File: src/rtl/clarvi_sliced_decode_pkg.sv
// Shared RISC-V decode definitions for the sliced CLARVI pipeline: operation and
// register types, opcode constants, the decoded-field record and the slice ordering rule.
package clarvi_sliced_decode_pkg;

  typedef logic [4:0] register_t;

  typedef enum logic [4:0] {
    OP_ADD, OP_SUB, OP_SLL, OP_SLT, OP_SLTU, OP_XOR, OP_SRL, OP_SRA, OP_OR, OP_AND,
    OP_ADDW, OP_SUBW, OP_SLLW, OP_SRLW, OP_SRAW,
    OP_LUI, OP_AUIPC, OP_JAL, OP_JALR,
    OP_BEQ, OP_BNE, OP_BLT, OP_BGE, OP_BLTU, OP_BGEU,
    OP_LOAD, OP_STORE, OP_FENCE, OP_SYSTEM, OP_INVALID
  } operation_t;

  localparam logic [6:0] OPC_LUI      = 7'b0110111;
  localparam logic [6:0] OPC_AUIPC    = 7'b0010111;
  localparam logic [6:0] OPC_JAL      = 7'b1101111;
  localparam logic [6:0] OPC_JALR     = 7'b1100111;
  localparam logic [6:0] OPC_BRANCH   = 7'b1100011;
  localparam logic [6:0] OPC_LOAD     = 7'b0000011;
  localparam logic [6:0] OPC_STORE    = 7'b0100011;
  localparam logic [6:0] OPC_OP_IMM   = 7'b0010011;
  localparam logic [6:0] OPC_OP       = 7'b0110011;
  localparam logic [6:0] OPC_OP_IMM32 = 7'b0011011;
  localparam logic [6:0] OPC_OP_32    = 7'b0111011;
  localparam logic [6:0] OPC_MISC_MEM = 7'b0001111;
  localparam logic [6:0] OPC_SYSTEM   = 7'b1110011;

  localparam logic [2:0] F3_ADD_SUB = 3'b000;
  localparam logic [2:0] F3_SLL     = 3'b001;
  localparam logic [2:0] F3_SRL_SRA = 3'b101;

  typedef struct packed {
    operation_t op;
    register_t  rd;
    register_t  rs1;
    register_t  rs2;
    logic       rs1_used;
    logic       rs2_used;
    logic       imm_used;
    logic       shift_imm;
    logic [5:0] shamt;
  } fields_t;

  // Compares and right shifts need the most significant slice first; word shifts
  // walk the low word downwards and then the high word downwards.
  function automatic int part_order(input operation_t op, input int cnt, input int num_parts);
    int h;
    h = num_parts / 2;
    case (op)
      OP_SLT, OP_SLTU, OP_BLT, OP_BLTU, OP_BGE, OP_BGEU, OP_SRL, OP_SRA:
        return num_parts - 1 - cnt;
      OP_SRLW, OP_SRAW:
        return (cnt < h) ? (h - 1 - cnt) : (3 * h - 1 - cnt);
      default:
        return cnt;
    endcase
  endfunction

endpackage

File: src/rtl/clarvi_sliced_decode_fields.sv
// Whole-instruction decode: operation, register fields, usage flags and the
// full-width sign-extended immediate. Purely combinational.
module clarvi_instr_fields
  import clarvi_sliced_decode_pkg::*;
#(
  parameter int XLEN = 64
) (
  input  logic [31:0]     instr,
  output fields_t         fields,
  output logic [XLEN-1:0] imm
);

  logic [6:0] opcode;
  logic [2:0] funct3;
  logic       alt;
  logic       f7_ok;

  assign opcode = instr[6:0];
  assign funct3 = instr[14:12];
  assign alt    = instr[30];
  assign f7_ok  = (instr[31:25] & 7'b1011111) == 7'b0;

  function automatic operation_t alu_op(input logic [2:0] f3, input logic a);
    operation_t r;
    case (f3)
      3'b000:  r = a ? OP_SUB : OP_ADD;
      3'b001:  r = OP_SLL;
      3'b010:  r = OP_SLT;
      3'b011:  r = OP_SLTU;
      3'b100:  r = OP_XOR;
      3'b101:  r = a ? OP_SRA : OP_SRL;
      3'b110:  r = OP_OR;
      default: r = OP_AND;
    endcase
    return r;
  endfunction

  function automatic operation_t word_op(input logic [2:0] f3, input logic a);
    operation_t r;
    case (f3)
      3'b000:  r = a ? OP_SUBW : OP_ADDW;
      3'b001:  r = OP_SLLW;
      3'b101:  r = a ? OP_SRAW : OP_SRLW;
      default: r = OP_INVALID;
    endcase
    return r;
  endfunction

  always_comb begin
    fields          = '0;
    fields.op       = OP_INVALID;
    fields.rd       = instr[11:7];
    fields.rs1      = instr[19:15];
    fields.rs2      = instr[24:20];
    fields.shamt    = {instr[25] & (opcode != OPC_OP_IMM32), instr[24:20]};
    case (opcode)
      OPC_LUI:   begin fields.op = OP_LUI;   fields.imm_used = 1'b1; end
      OPC_AUIPC: begin fields.op = OP_AUIPC; fields.imm_used = 1'b1; end
      OPC_JAL:   begin fields.op = OP_JAL;   fields.imm_used = 1'b1; end
      OPC_JALR: begin
        fields.op       = OP_JALR;
        fields.rs1_used = 1'b1;
        fields.imm_used = 1'b1;
      end
      OPC_BRANCH: begin
        fields.rs1_used = 1'b1;
        fields.rs2_used = 1'b1;
        fields.imm_used = 1'b1;
        case (funct3)
          3'b000:  fields.op = OP_BEQ;
          3'b001:  fields.op = OP_BNE;
          3'b100:  fields.op = OP_BLT;
          3'b101:  fields.op = OP_BGE;
          3'b110:  fields.op = OP_BLTU;
          3'b111:  fields.op = OP_BGEU;
          default: fields.op = OP_INVALID;
        endcase
      end
      OPC_LOAD: begin
        fields.op       = OP_LOAD;
        fields.rs1_used = 1'b1;
        fields.imm_used = 1'b1;
      end
      OPC_STORE: begin
        fields.op       = OP_STORE;
        fields.rs1_used = 1'b1;
        fields.rs2_used = 1'b1;
        fields.imm_used = 1'b1;
      end
      OPC_OP_IMM: begin
        fields.op        = alu_op(funct3, alt && funct3 == F3_SRL_SRA);
        fields.rs1_used  = 1'b1;
        fields.imm_used  = 1'b1;
        fields.shift_imm = (funct3 == F3_SLL) || (funct3 == F3_SRL_SRA);
      end
      OPC_OP_IMM32: begin
        fields.op        = word_op(funct3, alt && funct3 == F3_SRL_SRA);
        fields.rs1_used  = 1'b1;
        fields.imm_used  = 1'b1;
        fields.shift_imm = (funct3 == F3_SLL) || (funct3 == F3_SRL_SRA);
      end
      OPC_OP: begin
        fields.rs1_used = 1'b1;
        fields.rs2_used = 1'b1;
        if (f7_ok && !(alt && funct3 != F3_ADD_SUB && funct3 != F3_SRL_SRA))
          fields.op = alu_op(funct3, alt);
      end
      OPC_OP_32: begin
        fields.rs1_used = 1'b1;
        fields.rs2_used = 1'b1;
        if (f7_ok && !(alt && funct3 != F3_ADD_SUB && funct3 != F3_SRL_SRA))
          fields.op = word_op(funct3, alt);
      end
      OPC_MISC_MEM: fields.op = OP_FENCE;
      OPC_SYSTEM:   fields.op = OP_SYSTEM;
      default:      fields.op = OP_INVALID;
    endcase
  end

  always_comb begin
    case (opcode)
      OPC_LUI, OPC_AUIPC:
        imm = {{(XLEN-32){instr[31]}}, instr[31:12], 12'b0};
      OPC_JAL:
        imm = {{(XLEN-20){instr[31]}}, instr[19:12], instr[20], instr[30:21], 1'b0};
      OPC_BRANCH:
        imm = {{(XLEN-12){instr[31]}}, instr[7], instr[30:25], instr[11:8], 1'b0};
      OPC_STORE:
        imm = {{(XLEN-12){instr[31]}}, instr[31:25], instr[11:7]};
      default:
        imm = {{(XLEN-12){instr[31]}}, instr[31:20]};
    endcase
  end

endmodule

File: src/rtl/clarvi_sliced_decode.sv
// Sliced decode stage: steps one instruction through NUM_PARTS operand slices with
// forwarding and load-use stalls. Define CLARVI_FWD_EX_EN to allow forwarding from EX.
module clarvi_sliced_decode
  import clarvi_sliced_decode_pkg::*;
#(
  parameter int SLICE_W   = 16,
  parameter int XLEN      = 64,
  parameter int NUM_PARTS = XLEN / SLICE_W,
  parameter int PART_W    = $clog2(NUM_PARTS)
) (
  input  logic                        clock,
  input  logic                        reset_n,
  input  logic [31:0]                 in_instr,
  input  logic [XLEN-1:0]             in_pc,
  input  logic                        in_valid,
  input  logic                        stall_stage,
  input  logic [SLICE_W-1:0]          rs1_fetched,
  input  logic [SLICE_W-1:0]          rs2_fetched,
  input  logic [2:0]                  fwd_valid,
  input  logic [2:0]                  fwd_wb_en,
  input  logic [2:0][4:0]             fwd_rd,
  input  logic [2:0][PART_W-1:0]      fwd_part,
  input  logic [2:0][SLICE_W-1:0]     fwd_value,
  input  logic                        ex_is_load,
  input  logic                        mem_address_error,
  output operation_t                  dec_op,
  output register_t                   dec_rd,
  output register_t                   dec_rs1,
  output register_t                   dec_rs2,
  output logic [XLEN-1:0]             dec_pc,
  output logic [PART_W-1:0]           dec_part,
  output logic [SLICE_W-1:0]          dec_imm,
  output logic                        dec_imm_used,
  output logic                        dec_last_part,
  output logic [SLICE_W-1:0]          rs1_value,
  output logic [SLICE_W-1:0]          rs2_value,
  output logic                        stall_for_load_dep,
  output logic                        stall_for_decode
);

  localparam logic [PART_W-1:0] LAST_CNT = PART_W'(NUM_PARTS - 1);

  logic [PART_W-1:0]                 cnt;
  fields_t                           f;
  logic [XLEN-1:0]                   imm_full;
  logic [NUM_PARTS-1:0][SLICE_W-1:0] imm_slices;
  logic [2:0]                        eligible;
  logic [2:0]                        fwd_ok;
  logic                              ex_src_match;
  logic                              load_dep;

  clarvi_instr_fields #(.XLEN(XLEN)) u_fields (
    .instr  (in_instr),
    .fields (f),
    .imm    (imm_full)
  );

  always_ff @(posedge clock or negedge reset_n) begin
    if (!reset_n)
      cnt <= '0;
    else if (!in_valid)
      cnt <= '0;
    else if (!(stall_stage || stall_for_load_dep))
      cnt <= cnt + PART_W'(1);
  end

  assign dec_op           = f.op;
  assign dec_rd           = f.rd;
  assign dec_rs1          = f.rs1;
  assign dec_rs2          = f.rs2;
  assign dec_pc           = in_pc;
  assign dec_part         = PART_W'(part_order(f.op, int'(cnt), NUM_PARTS));
  assign stall_for_decode = in_valid && (cnt != LAST_CNT);
  assign dec_last_part    = in_valid && (cnt == LAST_CNT);
  assign imm_slices       = imm_full;
  assign dec_imm          = f.shift_imm ? SLICE_W'(f.shamt) : imm_slices[dec_part];
  assign dec_imm_used     = f.imm_used;

  always_comb begin
    for (int s = 0; s < 3; s++)
      eligible[s] = fwd_valid[s] && fwd_wb_en[s] && (fwd_rd[s] != 5'd0) &&
                    (fwd_part[s] == dec_part);
    fwd_ok = eligible;
`ifdef CLARVI_FWD_EX_EN
    fwd_ok[0] = eligible[0] && !ex_is_load;
`else
    fwd_ok[0] = 1'b0;
`endif
  end

  // Walk from WB up to EX so the youngest matching producer wins.
  function automatic logic [SLICE_W-1:0] pick(
    input logic                    used,
    input register_t               rs,
    input logic [SLICE_W-1:0]      fetched,
    input logic [2:0]              ok,
    input logic [2:0][4:0]         rd,
    input logic [2:0][SLICE_W-1:0] val
  );
    logic [SLICE_W-1:0] r;
    r = fetched;
    if (used && rs != 5'd0)
      for (int s = 2; s >= 0; s--)
        if (ok[s] && rd[s] == rs)
          r = val[s];
    return r;
  endfunction

  assign rs1_value = pick(f.rs1_used, f.rs1, rs1_fetched, fwd_ok, fwd_rd, fwd_value);
  assign rs2_value = pick(f.rs2_used, f.rs2, rs2_fetched, fwd_ok, fwd_rd, fwd_value);

  assign ex_src_match = in_valid && ((f.rs1_used && f.rs1 == fwd_rd[0]) ||
                                     (f.rs2_used && f.rs2 == fwd_rd[0]));
  assign load_dep     = ex_src_match && (cnt == '0) && fwd_valid[0] &&
                        ex_is_load && !mem_address_error;

`ifdef CLARVI_FWD_EX_EN
  assign stall_for_load_dep = load_dep;
`else
  assign stall_for_load_dep = load_dep || (ex_src_match && eligible[0]);
`endif

endmodule
File: config.mk
export PLATFORM = sky130hd
export DESIGN_NAME = clarvi_sliced_decode
export DESIGN_NICKNAME = d
export VERILOG_FILES = /design/src/rtl/clarvi_sliced_decode_pkg.sv /design/src/rtl/clarvi_sliced_decode_fields.sv /design/src/rtl/clarvi_sliced_decode.sv
export SDC_FILE = /design/constraint.sdc
export NUM_CORES = 1
export LEC_CHECK = 0
export ABC_AREA = 1
export CAP_MARGIN = 5
export CORE_AREA = 2 2 134 136
export CTS_BUF_LIST = sky130_fd_sc_hd__clkbuf_4
export CTS_CLUSTER_SIZE = 40
export DETAILED_ROUTE_END_ITERATION = 10
export DIE_AREA = 0 0 136 138
export PLACE_DENSITY = 0.7
export SKIP_LAST_GASP = 1
export SYNTH_ARGS = -nofsm -noshare
export SYNTH_HDL_FRONTEND = slang
export SYNTH_SLANG_ARGS = --single-unit
export TNS_END_PERCENT = 5
File: constraint.sdc
create_clock -name clock -period 9.4 [get_ports clock]
set_input_delay 1.88 -clock clock [delete_from_list [all_inputs] [get_ports clock]]
set_output_delay 1.88 -clock clock [all_outputs]
set_load 0.01 [all_outputs]
* Yosys cells after proc, flatten, opt, wreduce, memory -nomap -nowiden
Cells that the tools add are included.
** Storage, ports and cells
- Memory bits (read-only) :: 0
- Memories :: 0
- Memory bits (writable) :: 0
- Register bits :: 2
- Bits of input ports :: 209
- Latch bits :: 0
- Output and inout port bits :: 138
** Operators by class
- Add/sub/neg operators :: 4
- Shift-type cells :: 0
- Reductions and logical operators :: 51
- Order comparisons :: 2
- $mul :: 0
- Equality and inequality tests :: 44
- Mux-type cells :: 34
- Bitwise operators :: 1
- Divide/modulo/power cells :: 0
** Operators with widths (number)
- $mux 16 :: 8
- $pmux 31 s4 :: 1
- $pmux 5 s7 :: 2
- $pmux 5 s13 :: 1
- $bmux 16 s2 :: 1
- $eq 5x5->1 :: 6
- $pmux 5 s3 :: 2
- $logic_and 1x1->1 :: 29
- $eq 7x6->1 const B :: 4
- $eq 7x7->1 const B :: 4
- $reduce_bool 5->1 :: 5
- $pmux 4 s6 :: 1
- $eq 7x5->1 const B :: 3
- $eq 5x5->1 const B :: 4
- $reduce_or 8->1 :: 2
- $eq 5x3->1 const B :: 3
- $eq 3x3->1 const B :: 4
- $eq 5x4->1 const B :: 2
- $mux 1 :: 10
- $mux 2 :: 5
- $mux 5 :: 2
- $reduce_or 9->1 :: 1
- $eq 7x2->1 const B :: 1
- $eq 7x4->1 const B :: 1
- 23 further kinds :: 34

* Logic depth before layout (Yosys ltp)
- Depth after elaboration :: 17
- Mapped depth :: 26
- Depth with buffers taken out :: 25

* Hierarchy
A second synthesis with hierarchy kept.
** Second synthesis, totals
- Cell total of the unflattened synthesis :: 931
- Area, all modules :: 5126.2 µm²
** By module, submodules not included
- clarvi_sliced_decode :: cells an instance 659, instances 1, sequential area each 50.0 µm², area an instance 3766.1 µm²
- clarvi_instr_fields :: cells an instance 272, instances 1, sequential area each 0.0 µm², area an instance 1360.1 µm²

* Worst setup path before layout
Ideal clock, no wire load.
- Path kind :: input to output
- From :: in in_instr[1]
- To :: out rs2_value[11]
- Path slack :: 3.473 ns
- Data required time :: 7.520 ns
- Buffers on the path :: 1
- Arrival :: 4.047 ns
- Stages on the path :: 22
- Cells stage by stage :: nand2_2 -> nor2_2 -> nand2_2 -> nand2_1 -> nor2_4 -> inv_2 -> nor2_1 -> nand3_1 -> nand2_1 -> nand2_2 -> nor2_4 -> nand2_4 -> nand2_1 -> nand2_1 -> nand3_1 -> nand2_2 -> inv_1 -> nand3_2 -> buf_6 -> nand2_1 -> nand3_1 -> a21oi_1
** On the way
- Longest elaborated chain between the ends :: 11
** RTL lines
- start: declaration :: line clarvi_sliced_decode.sv:13 : input logic [31:0] in_instr,
- $eq 7x7->1 (tied with other cells) :: line clarvi_sliced_decode_fields.sv:56 : case (opcode)
- $pmux 5 s13 * :: line clarvi_sliced_decode_fields.sv:56
- net dec_op[3] :: line clarvi_sliced_decode.sv:26 : output operation_t dec_op,
- $eq 5x2->1 (tied with other cells) :: line clarvi_sliced_decode_pkg.sv:50 : case (op)
- $reduce_or 8->1 or $reduce_or 2->1 (tied branches) :: line clarvi_sliced_decode_pkg.sv:50
- $pmux 2 s2 * :: line clarvi_sliced_decode_pkg.sv:50
- $eq 2x2->1 :: line clarvi_sliced_decode.sv:82 : (fwd_part[s] == dec_part);
- $logic_and 1x1->1 :: line clarvi_sliced_decode.sv:81 : eligible[s] = fwd_valid[s] && fwd_wb_en[s] && (fwd_rd[s] != 5'd0) &&
- $logic_and 1x1->1 :: line clarvi_sliced_decode.sv:104 : if (ok[s] && rd[s] == rs)
- $mux 16 :: line clarvi_sliced_decode.sv:104
- $mux 16 * :: line clarvi_sliced_decode.sv:104
- $mux 16 * :: line clarvi_sliced_decode.sv:102 : if (used && rs != 5'd0)
- end: declaration :: line clarvi_sliced_decode.sv:36 : output logic [SLICE_W-1:0] rs2_value,
The timed path passes the listed nets; every way through them passes the cells marked *.

* Worst setup path after layout
- From :: in in_instr[13]
- To :: out rs1_value[5]
** On the way
- Longest elaborated chain between the ends :: 16
** RTL lines
- branches (longest 6 deep; another with $pmux 5 s7)
- $pmux 5 s13 * :: line clarvi_sliced_decode_fields.sv:56
- $eq 5x2->1 (tied with other cells) :: line clarvi_sliced_decode_pkg.sv:50
- $reduce_or 8->1 or $reduce_or 2->1 (tied branches) :: line clarvi_sliced_decode_pkg.sv:50
- $pmux 2 s2 * :: line clarvi_sliced_decode_pkg.sv:50
- $eq 2x2->1 :: line clarvi_sliced_decode.sv:82
- $logic_and 1x1->1 :: line clarvi_sliced_decode.sv:81
- $logic_and 1x1->1 :: line clarvi_sliced_decode.sv:104
- $mux 16 :: line clarvi_sliced_decode.sv:104
- $mux 16 * :: line clarvi_sliced_decode.sv:104
- $mux 16 * :: line clarvi_sliced_decode.sv:102
- end: declaration :: line clarvi_sliced_decode.sv:35 : output logic [SLICE_W-1:0] rs1_value,
Mark *: on every way between the ends.

==> summary.txt <==
Detailed routing
  • Drt total wl: 17700 um
  • Routed Antenna Nets: 0
  • Routed met1 length: 7510 um
  • Top sig layer: met4
  • Vias per Instance: ~5
  • # DRC: 0
  • Routed wl met3: 1480 um
  • Met2 wire length: between 8000 and 9000 um
  • Initial drt markers: between 300 and 400
  • DRT Pass-1 Iters: 5
  • Routed length per instance: between 15 and 20 um
  • Vias: approximately 5700

STA
  • FMAX: 125 MHz
  • Crit share post-route: 0.854
  • Hold slack: 621 ps
  • Final number of max-transition violations: 0
  • Final min period: ~8000 ps
  • Final setup viols: 0
  • Rel. slew slack: 0.295
  • Worst Tran Pin Value: around 1100 ps
  • Final Hold Fails: 0
  • Setup TNS: 0 ps
  • RSZ-0062 raised after global routing: no
  • Fin Clk Skew: 4.79 ps

Min path
  • Worst Hold End: cnt[0]
  • Hold Path Depth: 2
  • Hold path startpoint: cnt[0]
  • Hold crit path type: register to register

Yosys
  • Area leader, netlist: nand2_1
  • Top cell type's share of synthesized area: 0.235
  • Seq/Total Area, Yosys: 0.0119
  • Mapped Area: approximately 0.0042 mm^2
  • Synth cell types: between 40 and 50
  • Synth Register Bits: 2
  • Post-synth EDFFs: 0
  • Ys async rst share: 1.00
  • Main combinational cell family by area after synthesis: simple AND/OR/NAND/NOR gates
  • Synth Area in XOR/XNOR: 0.0125
  • Most numerous cell in the Yosys netlist: nand2_1
  • Synth Flop Type: dfrtp_1
  • Syn Area/Cell: 5.10 um^2
  • Simple-gate share of the synthesized area: 0.508
  • Top cells by area, synth: nand2_1, buf_4, nand3_1
  • Synth warn: 0
  • Syn Inst Count: about 820
  • Synth Area in Adders: 0.00597
  • Commonest cells in the netlist: nand2_1, nand3_1, inv_1
  • Syn Nets: 1033
  • Mux contribution to synthesized area: 0
  • Compound-Gate Fraction of Synth Area: 0.186

Floorplanning
  • Initial Utilization: 0.239
  • Die Area: between 0.015 and 0.02 mm^2
  • Io pins: around 350
  • Core area: about 0.018 mm^2
  • Row count: slightly below 50
  • Die Wd: about 140 um
  • Die height: 138 um

Clock tree
  • Clk_lat worst skew: around 240 ps
  • CTS buffer count: 3
  • Hold-fix buffers, CTS: 0
  • Clock-pin slew on the worst setup and hold paths: 30 ps
  • H-Tree Depth: 1
  • Clk sinks: 2
  • Post-CTS setup buffers: 0
  • CTS tree: yes
  • # resized after CTS: 0
  • Root Driver: clkbuf_4
  • Clock Path Buffers: 2

Finish
  • Max reg flops: 2
  • Final Instance Area: roughly 0.0059 mm^2
  • Share of cells above drive strength 1: 0.0656
  • Fill cells: ~2000
  • Largest regs: cnt (2)
  • Syn-to-layout area delta: 39.6%
  • Largest Register: cnt
  • Post-Layout Cell Count: ~1200
  • Layout Nets: around 1100

Setup path
  • Cells along the critical path: clkdlybuf4s50_1 > inv_2 > nand3_2 > nand3_1 > nand2_1 > nand2_1 > nand2_1 > nor2_1 > nand2_2 > nand2_1 > nor2_1 > a21oi_1 > nand3_1 > nand3_1 > nand2_2 > nor2_4 > nand2_2 > nand2_1 > nand3_1 > nand2_1 > nand2_1 > clkdlybuf4s50_1
  • R2r startpoint: cnt[1]
  • Setup slack, reg-to-reg: 7330 ps
  • Required time worst endpoint: roughly 7500 ps
  • Worst path arrival time: ~6200 ps
  • Critical path depth in cells: 22
  • R2r worst-path depth: 10
  • CP max stage cell: clkdlybuf4s50_1
  • Delay of the slowest critical-path stage: 570 ps
  • Critical path startpoint category: primary input
  • Worst Path Buf+Inv: 3
  • Crit Reg-Reg Endpoint: cnt[0]
  • Crit end category: primary output
  • Most common cell on crit path: nand2_1
  • CP max FO: 33
  • Setup CP Type: primary input to primary output
  • Largest delay share family, worst path: simple AND/OR/NAND/NOR gates

Power
  • Max VDD drop: about 0.062 mV
  • PD cells: around 52 mW/mm^2
  • Leakage power: roughly 3.0 nW
  • Power after layout: between 0.3 and 0.4 mW

Global routing
  • Total track usage: 0.177
  • Vias in the first global route: ~5000
  • Initial antenna violation count: 1
  • Total congestion overflow: 0
  • Largest net degree at the start of global routing: 34
  • First-pass GRT wire length: roughly 27000 um

Outcome
  • Outcome: completed

Placement
  • Area post-placement: 0.00583 mm^2
  • Port Buffer Count: ~200
  • Placed insts: about 1200
  • Post-DP HPWL: around 14000 um
  • Routability Congestion: around 0.94

Run
  • Max-capacitance violation count: 0
[worst reg2reg max path: stages (launching register included)]
cell and delay [ps]:
dfrtp_1 450, nand2_1 120, nand3_2 120, nand2_4 140, clkinv_1 430, nand2_1 180, nand3_1 130, nor2_1 140
nor2_1 80, nand4_1 100, nand2_1 70
[per-stage QoR]
step                      setup WS [ps]   util
final                              1370  0.334
after global routing                893  0.334
after CTS                          1360  0.334
after detailed placement           1370  0.332
after global placement             1410  0.332
after floorplan                    3470      -
[where the power goes]
part           total [mW]  switching (mW)  internal, mW
registers          0.0105         0.00114       0.00933
clock network      0.0214         0.00714        0.0143
logic               0.274           0.136         0.138
[layout by cell type, fill, tap and decap left out, drive strengths merged, types with 2 or more instances in the layout]
| cell type | netlist | final |
|---|---|---|
| buf | 92 | 3 |
| o2111ai | 3 | 3 |
| nor4 | 3 | 3 |
| nor3 | 4 | 4 |
| nand3 | 112 | 112 |
| or2 | 2 | 2 |
| nand2 | 275 | 275 |
| dfrtp | 2 | 2 |
| ha | 2 | 2 |
| a21oi | 25 | 25 |
| a21boi | 2 | 2 |
| inv | 113 | 113 |
| a211oi | 7 | 7 |
| o221ai | 6 | 6 |
| o21bai | 16 | 16 |
| nor2 | 70 | 70 |
| clkbuf | 8 | 3 |
| o21ai | 36 | 36 |
| o211ai | 6 | 6 |
| clkinv | 3 | 3 |
| a221oi | 2 | 2 |
| a22oi | 4 | 4 |
| o22ai | 5 | 5 |
| xnor2 | 2 | 2 |
| clkdlybuf4s50 | 0 | 202 |
| nand4 | 6 | 6 |
| a2111oi | 2 | 2 |
| xor2 | 4 | 4 |
[cell type report]
class | count | area [um^2] | area share
antenna | 1 | 2.50 | 0.000428
sequential | 2 | 50.0 | 0.00855
tap | 229 | 287 | 0.0490
multi-input combinational | 604 | 3010 | 0.514
clock buffer | 3 | 22.5 | 0.00385
timing repair buffer | 205 | 2040 | 0.349
inverter | 116 | 435 | 0.0744
[worst max path at each step]
stage                       from            end  slack (ps)
floorplan            in_instr[1]  rs2_value[11]        3470
global placement    in_instr[12]  rs1_value[11]        1410
detailed placement  in_instr[13]   rs1_value[5]        1370
CTS                 in_instr[13]   rs1_value[0]        1360
global route        in_instr[13]   rs1_value[0]         890
finish              in_instr[13]   rs1_value[5]        1370
[cells by family (layout without fill, tap and decap cells)]
| family | after synthesis | after routing |
|---|---|---|
| buffers and inverters | 216 | 324 |
| and+or+nand+nor | 475 | 475 |
| other | 0 | 1 |
| AOI/OAI and AO/OA | 121 | 121 |
| adders and majority gates | 2 | 2 |
| xor gates and xnor gates | 6 | 6 |
| DFF | 2 | 2 |
[per-layer routing]
metal / vias to the layer above / GRT usage
met2: 268 / 0.297
met4: 0 / 0.0515
met1: 2555 / 0.235
li1: 2817 / -
met5: - / 0
met3: 39 / 0.0224
Note: power is estimated with default switching activity, not from simulation.
==> edit 1: new RTL, same settings <==
Set the parameter `SLICE_W` to 8 (it was 16).
--- a/src/rtl/clarvi_sliced_decode.sv
+++ b/src/rtl/clarvi_sliced_decode.sv
@@ -4,5 +4,5 @@
   import clarvi_sliced_decode_pkg::*;
 #(
-  parameter int SLICE_W   = 16,
+  parameter int SLICE_W   = 8,
   parameter int XLEN      = 64,
   parameter int NUM_PARTS = XLEN / SLICE_W,
Interface: changed (8 resized); port bits go from 347 to 287. The function was not compared with the original's and may differ.
==> edit 1 against the unedited design <==
Sequential cell count rose by 1. Global-route usage fell by 3.2 points. Die area did not move. Design area fell by 17%. Synthesized area fell by 13%. Routed wire length fell by 17%. Final cell count fell by 16%. Critical path type unchanged. Setup slack improved by 0.32 ns. Power rose by 3.1%. Non-clock buffer count fell by 51. Largest cell class unchanged.
==> edit 1: results <==
export IMPL_outcome="finished, final reports clean"
export IMPL_port_buffers=150
export IMPL_r2r_start="cnt[2]"
export IMPL_fin_nets=921
export IMPL_grtUsageMet1=0.1798
export IMPL_worstPathMaxFanout=18
export IMPL_synth_area_leaders="nand2_1 17%, buf_4 16%, nand3_1 14%"
export IMPL_avgSynthCellArea_um2=5.360
export IMPL_vias_per_cell=4.701
export IMPL_grt_max_degree=19
export IMPL_leakage_uw=0.002262
export IMPL_combPwrFrac=0.864
export IMPL_route_met3_wl_um=1108
export IMPL_grt_first_pass_wirelength_um=21810
export IMPL_switching_share=0.4941
export IMPL_slew_headroom=0.5942
export IMPL_arrival_ns=5.83
export IMPL_gp_congestion=0.9008
export IMPL_p_clk_uw=26.0
export IMPL_r2r_setup_slack_ns=7.58
export IMPL_startpoint="in_instr[14]"
export IMPL_clock_skew_ns=0.005349
export IMPL_vdd_ir_drop_max_mv=0.02699
export IMPL_post_cts_buffers=0
export IMPL_dp_hpwl_um=12230
export IMPL_synth_common_cells="168 x nand2_1, 100 x nand3_1, 80 x buf_4, 67 x nor2_1, 63 x inv_1"
export IMPL_grt_pass1_vias=4175
export IMPL_dp_cells=970
export IMPL_reg_top3="cnt: 3 flops"
export IMPL_grt_use_total=0.1453
export IMPL_ys_types=43
export IMPL_antenna_found_initial=3
export IMPL_drt_met1_wl_um=6217
export IMPL_synth_fp_nets=858
export IMPL_worstRegToRegCells=11
export IMPL_first_pass_iters=7
export IMPL_timing_rr_end="cnt[2]"
export IMPL_drt_iter0_drc=259
export IMPL_fill_cells=2037
export IMPL_instances_no_fill=975
export IMPL_wl_met2_um=7029
export IMPL_top_layer_used="met5"
export IMPL_ys_seq_area_frac=0.02051
export IMPL_synthArstFlopShare=1.000
## edit 1: cell count changes in the layout (fill, tap and decap cells not counted), sizes merged, moves of 10 or more
cell	change
o21bai	-15
nor2	+10
clkdlybuf4s50	-52
o21ai	-17
nand2	-93
xor2	+15
inv	-38
nand4	+22
## edit 1: cell type report
class                           instances  area [µm²]  share of cell area
Antenna cell                            1       2.502           0.0005181
Clock buffer                            4       30.03            0.006218
Inverter                               76       285.3             0.05907
Multi-Input combinational cell        508        2619              0.5422
Sequential cell                         3       75.07             0.01554
Tap cell                              229       286.5             0.05933
Timing Repair Buffer                  154        1531              0.3171
## edit 1: worst min-delay path by stage
stage	cells past startpoint	end	slack [ns]	from
after floorplan	2	cnt[2]	0.50	cnt[2]
after global placement	2	cnt[2]	0.56	cnt[2]
after detailed placement	2	cnt[2]	0.56	cnt[2]
after CTS	2	cnt[2]	0.57	cnt[2]
after global routing	2	cnt[2]	0.62	cnt[2]
final	2	cnt[2]	0.57	cnt[2]
## edit 1: cell families (layout without fill, tap and decap cells)
group | after synthesis | count (layout) | share of synthesized area
AO/OA/AOI/OAI | 70 | 70 | 0.1183
other | 0 | 1 | 0
XOR/XNOR | 22 | 22 | 0.05263
AND/OR/NAND/NOR | 413 | 413 | 0.5342
buffers and inverters | 172 | 234 | 0.2642
flip-flops | 3 | 3 | 0.02051
adder cells (fa/ha/maj) | 3 | 3 | 0.01025
## edit 1: per-stage QoR
step	instance area (µm²)	hold slack [ns]	utilization	total power [µW]	setup WS (ns)
floorplan	3661	0.5039	-	187.9	3.370
global placement	4797	0.5615	0.2736	289.0	1.752
detailed placement	4797	0.5613	0.2736	290.2	1.715
CTS	4827	0.5688	0.2753	318.1	1.693
global route	4827	0.6238	0.2753	342.4	1.291
finish	4830	0.5739	0.2754	314.9	1.690
==> edit 2: new RTL, same flow settings <==
Without the edit above. Make the reset (`reset_n`) synchronous in one clocked block.
--- a/src/rtl/clarvi_sliced_decode.sv
+++ b/src/rtl/clarvi_sliced_decode.sv
@@ -56,5 +56,5 @@
   );
 
-  always_ff @(posedge clock or negedge reset_n) begin
+  always_ff @(posedge clock) begin
     if (!reset_n)
       cnt <= '0;
Behaviour: differs if reset_n is asserted again (counterexample within 4 cycles, from zero or initial values and one cycle with reset_n low); with reset_n held inactive, the same outputs for 4 cycles.
==> edit 2 against the unedited design <==
Power fell by 5.7%. Setup slack got worse by 0.089 ns. Die area did not move. Synthesized area rose by 3.6%. Design area rose by 2.4%. Sequential power fell by 9.7%. Clock skew fell by 0.0046 ns. Largest power group unchanged. Combinational power fell by 5%. Sequential cell count did not move. Via count rose by 2.8%. Maximum frequency fell by 1.1%. Critical endpoint is now rs2_value[9]. Global-route usage rose by 1.4 points. Routed wire length rose by 6.7%.
==> edit 2: results <==
export IMPL_cp_endpoint="rs2_value[9]"
export IMPL_grt_use_total=0.1909
export IMPL_worstRegToRegCells=11
export IMPL_nonClkBufAreaFrac=0.3438
export IMPL_worstHoldPathCells=4
export IMPL_fill_cells=1981
export IMPL_drt_met1_wl_um=7502
export IMPL_gp_congestion=0.9251
export IMPL_avgSynthCellArea_um2=5.056
export IMPL_grt_first_pass_wirelength_um=28720
export IMPL_vdd_ir_drop_max_mv=0.01997
export IMPL_multi_input_cells=634
export IMPL_power_switching_uw=136.6
export IMPL_startpoint="in_instr[3]"
export IMPL_worstPathMaxFanout=34
export IMPL_clock_skew_ns=0.0001743
export IMPL_regArea_um2=40.04
export IMPL_route_met3_wl_um=1537
export IMPL_pg_comb_uw=260
export IMPL_place_area_mm2=0.005968
export IMPL_synth_fp_nets=1070
export IMPL_insertion_delay_ns=0.22
export IMPL_timing_rr_end="cnt[1]"
export IMPL_outcome="finished, final reports clean"
export IMPL_tightest_slew_ns=0.8219
export IMPL_slowest_delay_ns=0.49
export IMPL_hold_start="cnt[1]"
export IMPL_holdPathEnd="cnt[1]"
export IMPL_diodes=0
export IMPL_arrival_ns=6.24
export IMPL_seq_cell_count=2
export IMPL_ys_seq_area_frac=0.009219
export IMPL_drt_iter0_drc=317
export IMPL_vias_per_cell=4.889
export IMPL_wl_met2_um=9234
export IMPL_synth_main_ff_cell="dfxtp_1"
export IMPL_instances_no_fill=1194
export IMPL_grt_pass1_vias=5518
export IMPL_inv_count=119
export IMPL_drive_above_1_share=0.06010
export IMPL_wl_per_cell_um=15.86
export IMPL_num_nonclk_buffers=207
export IMPL_multi_input_area_share=0.5234
export IMPL_final_clk_cell_share=0.003759
-- edit 2: changes by cell type after synthesis, moves of 6 or more --
cell      change
o221ai_1      -6
o21ai_1      -14
nand4_1      +34
nand2_1      +28
nand3_1       -8
o211ai_1      +6
inv_1         +6
o21bai_1     -16
nor2_1        +6
-- edit 2: through the flow --
stage | setup slack (ns) | total power, µW
final | 1.282 | 287.9
after global routing | 0.8185 | 314.9
after CTS | 1.296 | 290.0
after detailed placement | 1.324 | 269.1
after global placement | 1.294 | 269.0
after floorplan | 3.396 | 157.0
-- edit 2: logic make-up (layout without fill, tap and decap cells) --
kind of cell             count (synthesis)  after routing  synth area share
XOR/XNOR                                11             11           0.02219
AND/OR/NAND/NOR                        534            534            0.5655
adder cells (fa/ha/maj)                  2              2          0.005761
buffers and inverters                  223            329            0.2728
flip-flops                               2              2          0.009220
AO/OA/AOI/OAI                           87             87            0.1245
